$ cat config.mk
export PLATFORM = sky130hd
export DESIGN_NAME = laser_feeder
export DESIGN_NICKNAME = d
export VERILOG_FILES = /design/src/rtl/laser_pkg.sv /design/src/rtl/laser_pt_buf.sv /design/src/rtl/laser_feeder.sv
export SDC_FILE = /design/constraint.sdc
export NUM_CORES = 1
export LEC_CHECK = 0
export BUFFER_PORTS_ARGS = -buffer_cell sky130_fd_sc_hd__buf_4
export CAP_MARGIN = 15
export CORE_ASPECT_RATIO = 0.8
export CORE_MARGIN = 4
export CORE_UTILIZATION = 40
export DETAILED_ROUTE_END_ITERATION = 10
export PLACE_DENSITY_LB_ADDON = 0.08
export REMOVE_ABC_BUFFERS = 1
export SETUP_SLACK_MARGIN = 0.5
export SYNTH_ARGS = -nofsm -noshare
export SYNTH_HDL_FRONTEND = slang
export SYNTH_HIERARCHICAL = 1
export SYNTH_SLANG_ARGS = --single-unit
export TNS_END_PERCENT = 10
$ cat constraint.sdc
create_clock -name CLK -period 4.6 [get_ports CLK]
set_input_delay 0.69 -clock CLK [delete_from_list [all_inputs] [get_ports CLK]]
set_output_delay 0.69 -clock CLK [all_outputs]
set_load 0.01 [all_outputs]
$ cat src/rtl/laser_pkg.sv
// rtl/laser_pkg.sv - shared constants, FSM states and point type for laser_feeder
package laser_pkg;

    localparam int NPTS = 40;

    typedef enum logic [2:0] {
        FILL,
        KICK,
        STREAM,
        WAIT,
        HOLD
    } state_t;

    typedef struct packed {
        logic [3:0] x;
        logic [3:0] y;
    } point_t;

endpackage

$ cat src/rtl/laser_pt_buf.sv
// rtl/laser_pt_buf.sv - point buffer, one synchronous write port and one async read port
module laser_pt_buf
    import laser_pkg::*;
#(
    parameter int DEPTH = NPTS,
    parameter int AW    = $clog2(DEPTH)
) (
    input  logic          CLK,
    input  logic          we,
    input  logic [AW-1:0] waddr,
    input  logic [7:0]    wdata,
    input  logic [AW-1:0] raddr,
    output logic [7:0]    rdata
);

    logic [7:0] mem [DEPTH];

    always_ff @(posedge CLK) begin
        if (we) begin
            mem[waddr] <= wdata;
        end
    end

    assign rdata = mem[raddr];

endmodule

$ cat src/rtl/laser_feeder.sv
// rtl/laser_feeder.sv - buffers a frame of points, streams it to the circle-cover core, holds the result
// Optional RES_FRAME result counter is enabled by defining LASER_FRAME_CNT_EN.
module laser_feeder
    import laser_pkg::*;
#(
    parameter int NPTS    = 40,
    parameter int TIMEOUT = 4096
) (
    input  logic       CLK,
    input  logic       RST,
    input  logic       IN_VALID,
    output logic       IN_READY,
    input  logic [3:0] IN_X,
    input  logic [3:0] IN_Y,
    output logic       CORE_RST,
    output logic [3:0] CORE_X,
    output logic [3:0] CORE_Y,
    input  logic [3:0] CORE_C1X,
    input  logic [3:0] CORE_C1Y,
    input  logic [3:0] CORE_C2X,
    input  logic [3:0] CORE_C2Y,
    input  logic       CORE_DONE,
    output logic       RES_VALID,
    input  logic       RES_READY,
    output logic [3:0] RES_C1X,
    output logic [3:0] RES_C1Y,
    output logic [3:0] RES_C2X,
    output logic [3:0] RES_C2Y,
    output logic       RES_ERR
`ifdef LASER_FRAME_CNT_EN
    ,
    output logic [7:0] RES_FRAME
`endif
);

    localparam int            IW       = $clog2(NPTS);
    localparam logic [IW-1:0] LAST_IDX = IW'(NPTS - 1);
    localparam logic [11:0]   WD_LAST  = 12'(TIMEOUT - 1);

    state_t        state, state_n;
    logic [IW-1:0] wr_idx, rd_idx;
    logic [11:0]   wd;
    point_t        wr_pt, rd_pt;
    point_t        res_c1, res_c2;
    logic          res_err;
    logic          accept, handshake, timeout;

    assign wr_pt     = '{x: IN_X, y: IN_Y};
    assign accept    = (state == FILL) && IN_VALID;
    assign handshake = (state == HOLD) && RES_READY;
    assign timeout   = (wd == WD_LAST);

    laser_pt_buf #(.DEPTH(NPTS)) u_buf (
        .CLK   (CLK),
        .we    (accept),
        .waddr (wr_idx),
        .wdata (wr_pt),
        .raddr (rd_idx),
        .rdata (rd_pt)
    );

    always_comb begin
        state_n  = state;
        IN_READY = 1'b0;
        CORE_X   = 4'd0;
        CORE_Y   = 4'd0;
        case (state)
            FILL: begin
                IN_READY = 1'b1;
                if (IN_VALID && wr_idx == LAST_IDX) state_n = KICK;
            end
            KICK: state_n = STREAM;
            STREAM: begin
                CORE_X = rd_pt.x;
                CORE_Y = rd_pt.y;
                if (rd_idx == LAST_IDX) state_n = WAIT;
            end
            // a done strobe on the timeout cycle still wins, see the datapath below
            WAIT: if (CORE_DONE || timeout) state_n = HOLD;
            HOLD: if (RES_READY) state_n = FILL;
            default: state_n = FILL;
        endcase
    end

    always_ff @(posedge CLK) begin
        if (RST) begin
            state   <= FILL;
            wr_idx  <= '0;
            rd_idx  <= '0;
            wd      <= '0;
            res_c1  <= '0;
            res_c2  <= '0;
            res_err <= 1'b0;
        end else begin
            state <= state_n;
            if (accept) wr_idx <= (wr_idx == LAST_IDX) ? '0 : wr_idx + 1'b1;
            if (handshake) wr_idx <= '0;
            if (state == STREAM) rd_idx <= (rd_idx == LAST_IDX) ? '0 : rd_idx + 1'b1;
            if (state == WAIT) begin
                wd <= wd + 1'b1;
                if (CORE_DONE) begin
                    res_c1  <= '{x: CORE_C1X, y: CORE_C1Y};
                    res_c2  <= '{x: CORE_C2X, y: CORE_C2Y};
                    res_err <= 1'b0;
                end else if (timeout) begin
                    res_c1  <= '0;
                    res_c2  <= '0;
                    res_err <= 1'b1;
                end
            end else begin
                wd <= '0;
            end
        end
    end

    // the core restarts on any feeder reset as well as on every new frame
    assign CORE_RST  = RST | (state == KICK);
    assign RES_VALID = (state == HOLD);
    assign RES_C1X   = res_c1.x;
    assign RES_C1Y   = res_c1.y;
    assign RES_C2X   = res_c2.x;
    assign RES_C2Y   = res_c2.y;
    assign RES_ERR   = res_err;

`ifdef LASER_FRAME_CNT_EN
    logic [7:0] frame_cnt;

    always_ff @(posedge CLK) begin
        if (RST) begin
            frame_cnt <= 8'd0;
        end else if (handshake) begin
            frame_cnt <= frame_cnt + 8'd1;
        end
    end

    assign RES_FRAME = frame_cnt;
`endif

endmodule

==> impl_metrics.ini <==
[setup_path]
cp-end-kind = output port
r2r_slack_ns = 1.48
cp_max_fo = 17
r2r-start = state[0]$_SDFFE_PP0P_
critPathKind = flip-flop to output port
worst_ep_arrival_time_ns = 3.33
start_kind = flip-flop
r2r_end = u_buf/mem[21][2]$_DFFE_PP_
worstPathRequired_ns = 3.91
reg2reg_depth = 4

[drt]
vias = 8098
drt_iter0_markers = 649
wl_per_cell_um = 24.9
drc = 0
routed_wl_um = 36800
ant_nets = 0
avgViaCountPerCell = 5.48
drt-pass1-iter-count = 5

[clock_network]
hold_buffers = 0
clkSinkCount = 364
cts_made_buffers = 39
clkLatencyLatePin_ns = 0.53
cts.path.max_buffers = 3
cts_tree = yes
clk_pin_slew_ns = 0.06
htreeDepth = 2
cts-root-buf = clkbuf_16

[final_layout]
diodes = 0
layout-drive-gt1-share = 0.180
finalNetCount = 1005
fillers = 3200
area_growth_pct = 13.3
fin_cells = 1479
stdcell_area_um2 = 16800
multiInputGateArea_um2 = 3980
register_area_um2 = 10500

[power]
p_leak_nw = 5.14
p_int_mw = 5.38
combPwrFrac = 0.020
pwr-share-seq = 0.537
powerDensity_nw_per_um2 = 399
power.share.clock = 0.442
switching_share = 0.200
irDropWorstVdd_uv = 267
switching_power_mw = 1.34

[grt]
grt_overflow = 0
grt_first_pass_wirelength_um = 54300
antenna_found_initial = 0
busiest_layer = met1
grt_use_met1 = 0.282
grt_util_all_layers = 0.180
use_met2 = 0.245
gr-usage-met3 = 0.0503
grt_start_max_net_pins = 41
grt_pass1_vias = 7902

[min_path]
min_path_type = flip-flop to flip-flop
holdPathStages = 1
hp-start = wd[0]$_SDFF_PP0_
whs_endpoint = wd[0]$_SDFF_PP0_

[die]
rows = 62
core_um2 = 36300
dieArea_um2 = 40300
die_y_um = 180
ios = 57
die_w_um = 223
start_util = 0.409

[logic_synthesis]
synth_top_area_frac = 0.647
yosys_warnings = 6
synth_most_common_cell = edfxtp_1
synth_cells = 916
synth_commonest_cells = 320 x edfxtp_1, 130 x mux2i_1, 65 x nor2_1
yosysUniqueCellTypes = 51
synth_top_area_cell = edfxtp_1
synthTopCellsByArea = edfxtp_1 65%, mux2i_1 8.8%, dfxtp_1 5.9%, mux4_2 2.4%, nor2_1 1.6%
ys_seq_area_frac = 0.706
syn_area_um2 = 14900
syn_area_per_cell_um2 = 16.2
synthMuxAreaShare = 0.118
synth_flop_cell = edfxtp_1
synth_compound_area_frac = 0.0800
synth_xor_area_frac = 0.0100
yosys.area_share.simple = 0.0566
async_flop_share = 0
synth-edff-count = 320
synth_top_family_by_area = multiplexers
synth_adder_area_share = 0.00253
ys_seq_elements = 364

[place]
post_dp_cell_area_um2 = 15600
gp_congestion = 0.819
dp_slack_ns = 1.12
hpwl_um = 23600
io_buffers = 56
dp_cells = 1412

[sta]
finalSetupViolCount = 0
rsz0062_at_grt = yes
tightest_slew_ns = 1.02
whs_ns = 0.441
fin_crit_ns = 4.02
tns_ns = 0
worst_slack_ns = 0.585
max_freq_mhz = 249
final.period_utilization = 0.873
final-hold-violation-count = 0
fin_skew_ns = 0.0192
relSlewSlack = 0.315
slew_viol_final = 0

[run]
maxCapViolations = 0

[status]
status = finished, final reports clean
cell usage in the layout, fill, tap and decap left out, drive strengths merged, types with 13 or more instances in the layout:
cell,Yosys,final
a311oi,16,16
a22o,18,18
clkbuf,19,49
buf,38,73
dfxtp,44,44
mux2i,130,130
xor2,13,13
nand2,40,40
a22oi,32,32
edfxtp,320,320
clkinv,0,14
a221oi,16,16
mux4,16,16
a21oi,34,34
nor2,65,65
and2,13,13
cells by family after synthesis:
family | Yosys count
buf+inv | 59
xor+xnor | 17
simple gates | 174
flops | 364
mux | 154
fa+ha+maj | 3
compound gates | 145
layer usage:
metal / up-vias / wire length (um)
li1: 3725 / -
met1: 4094 / 18200
met2: 217 / 15200
met3: 62 / 2610
met4: 0 / 768
met5: - / 0
flip-flops by register name (all words and copies together), names as in the netlist:
register   count
RES_C1X        4
RES_C1Y        4
RES_C2X        4
RES_C2Y        4
RES_ERR        1
rd_idx         6
state          3
u_buf/mem    320
wd            12
wr_idx         6
repair_timing:
item / in CTS / in global routing
resized for setup: 0 / 1
endpoints found under the setup margin: 0 / 8
buffers inserted: 0 / 0
critical path, stage by stage (launching register included):
cell and delay [ns]:
dfxtp_1 0.61, nor2b_2 0.88, buf_4 0.35, a22o_1 0.17, a221oi_2 0.04, o22ai_1 0.26, o41ai_2 0.14, and2_1 0.18
buf_4 0.14
layout make-up:
cell class | instances | share of cell area
inverter | 2 | 0.000446
clock inverter | 18 | 0.00855
timing repair buffer | 73 | 0.0333
sequential | 364 | 0.623
multi-input combinational | 493 | 0.236
clock buffer | 49 | 0.0627
tap | 480 | 0.0357
how the worst max path moves through the flow:
stage,startpoint,to,slack (ns),depth (start not counted)
floorplan,rd_idx[0]$_SDFFE_PP0N_,CORE_X[0],-2.53,5
global placement,rd_idx[1]$_SDFFE_PP0N_,CORE_X[3],1.15,8
detailed placement,rd_idx[2]$_SDFFE_PP0N_,CORE_Y[2],1.12,8
CTS,rd_idx[2]$_SDFFE_PP0N_,CORE_Y[2],0.52,8
global route,rd_idx[1]$_SDFFE_PP0N_,CORE_X[0],0.42,8
finish,rd_idx[1]$_SDFFE_PP0N_,CORE_X[3],0.58,8
metrics by stage:
step                      utilization  power (mW)
after floorplan                     -        3.72
after CTS                       0.464        6.80
after global placement          0.431        3.82
final                           0.464        6.72
after global routing            0.464        6.97
after detailed placement        0.431        3.82
power by group through the flow:
stage | Clock (mW) | Combinational [mW] | Sequential (mW)
finish | 2.97 | 0.136 | 3.61
global route | 3.21 | 0.148 | 3.61
CTS | 3.05 | 0.140 | 3.61
detailed placement | 0 | 0.140 | 3.68
global placement | 0 | 0.138 | 3.68
floorplan | 0 | 0.0423 | 3.68
(Power assumes the default switching activity.)
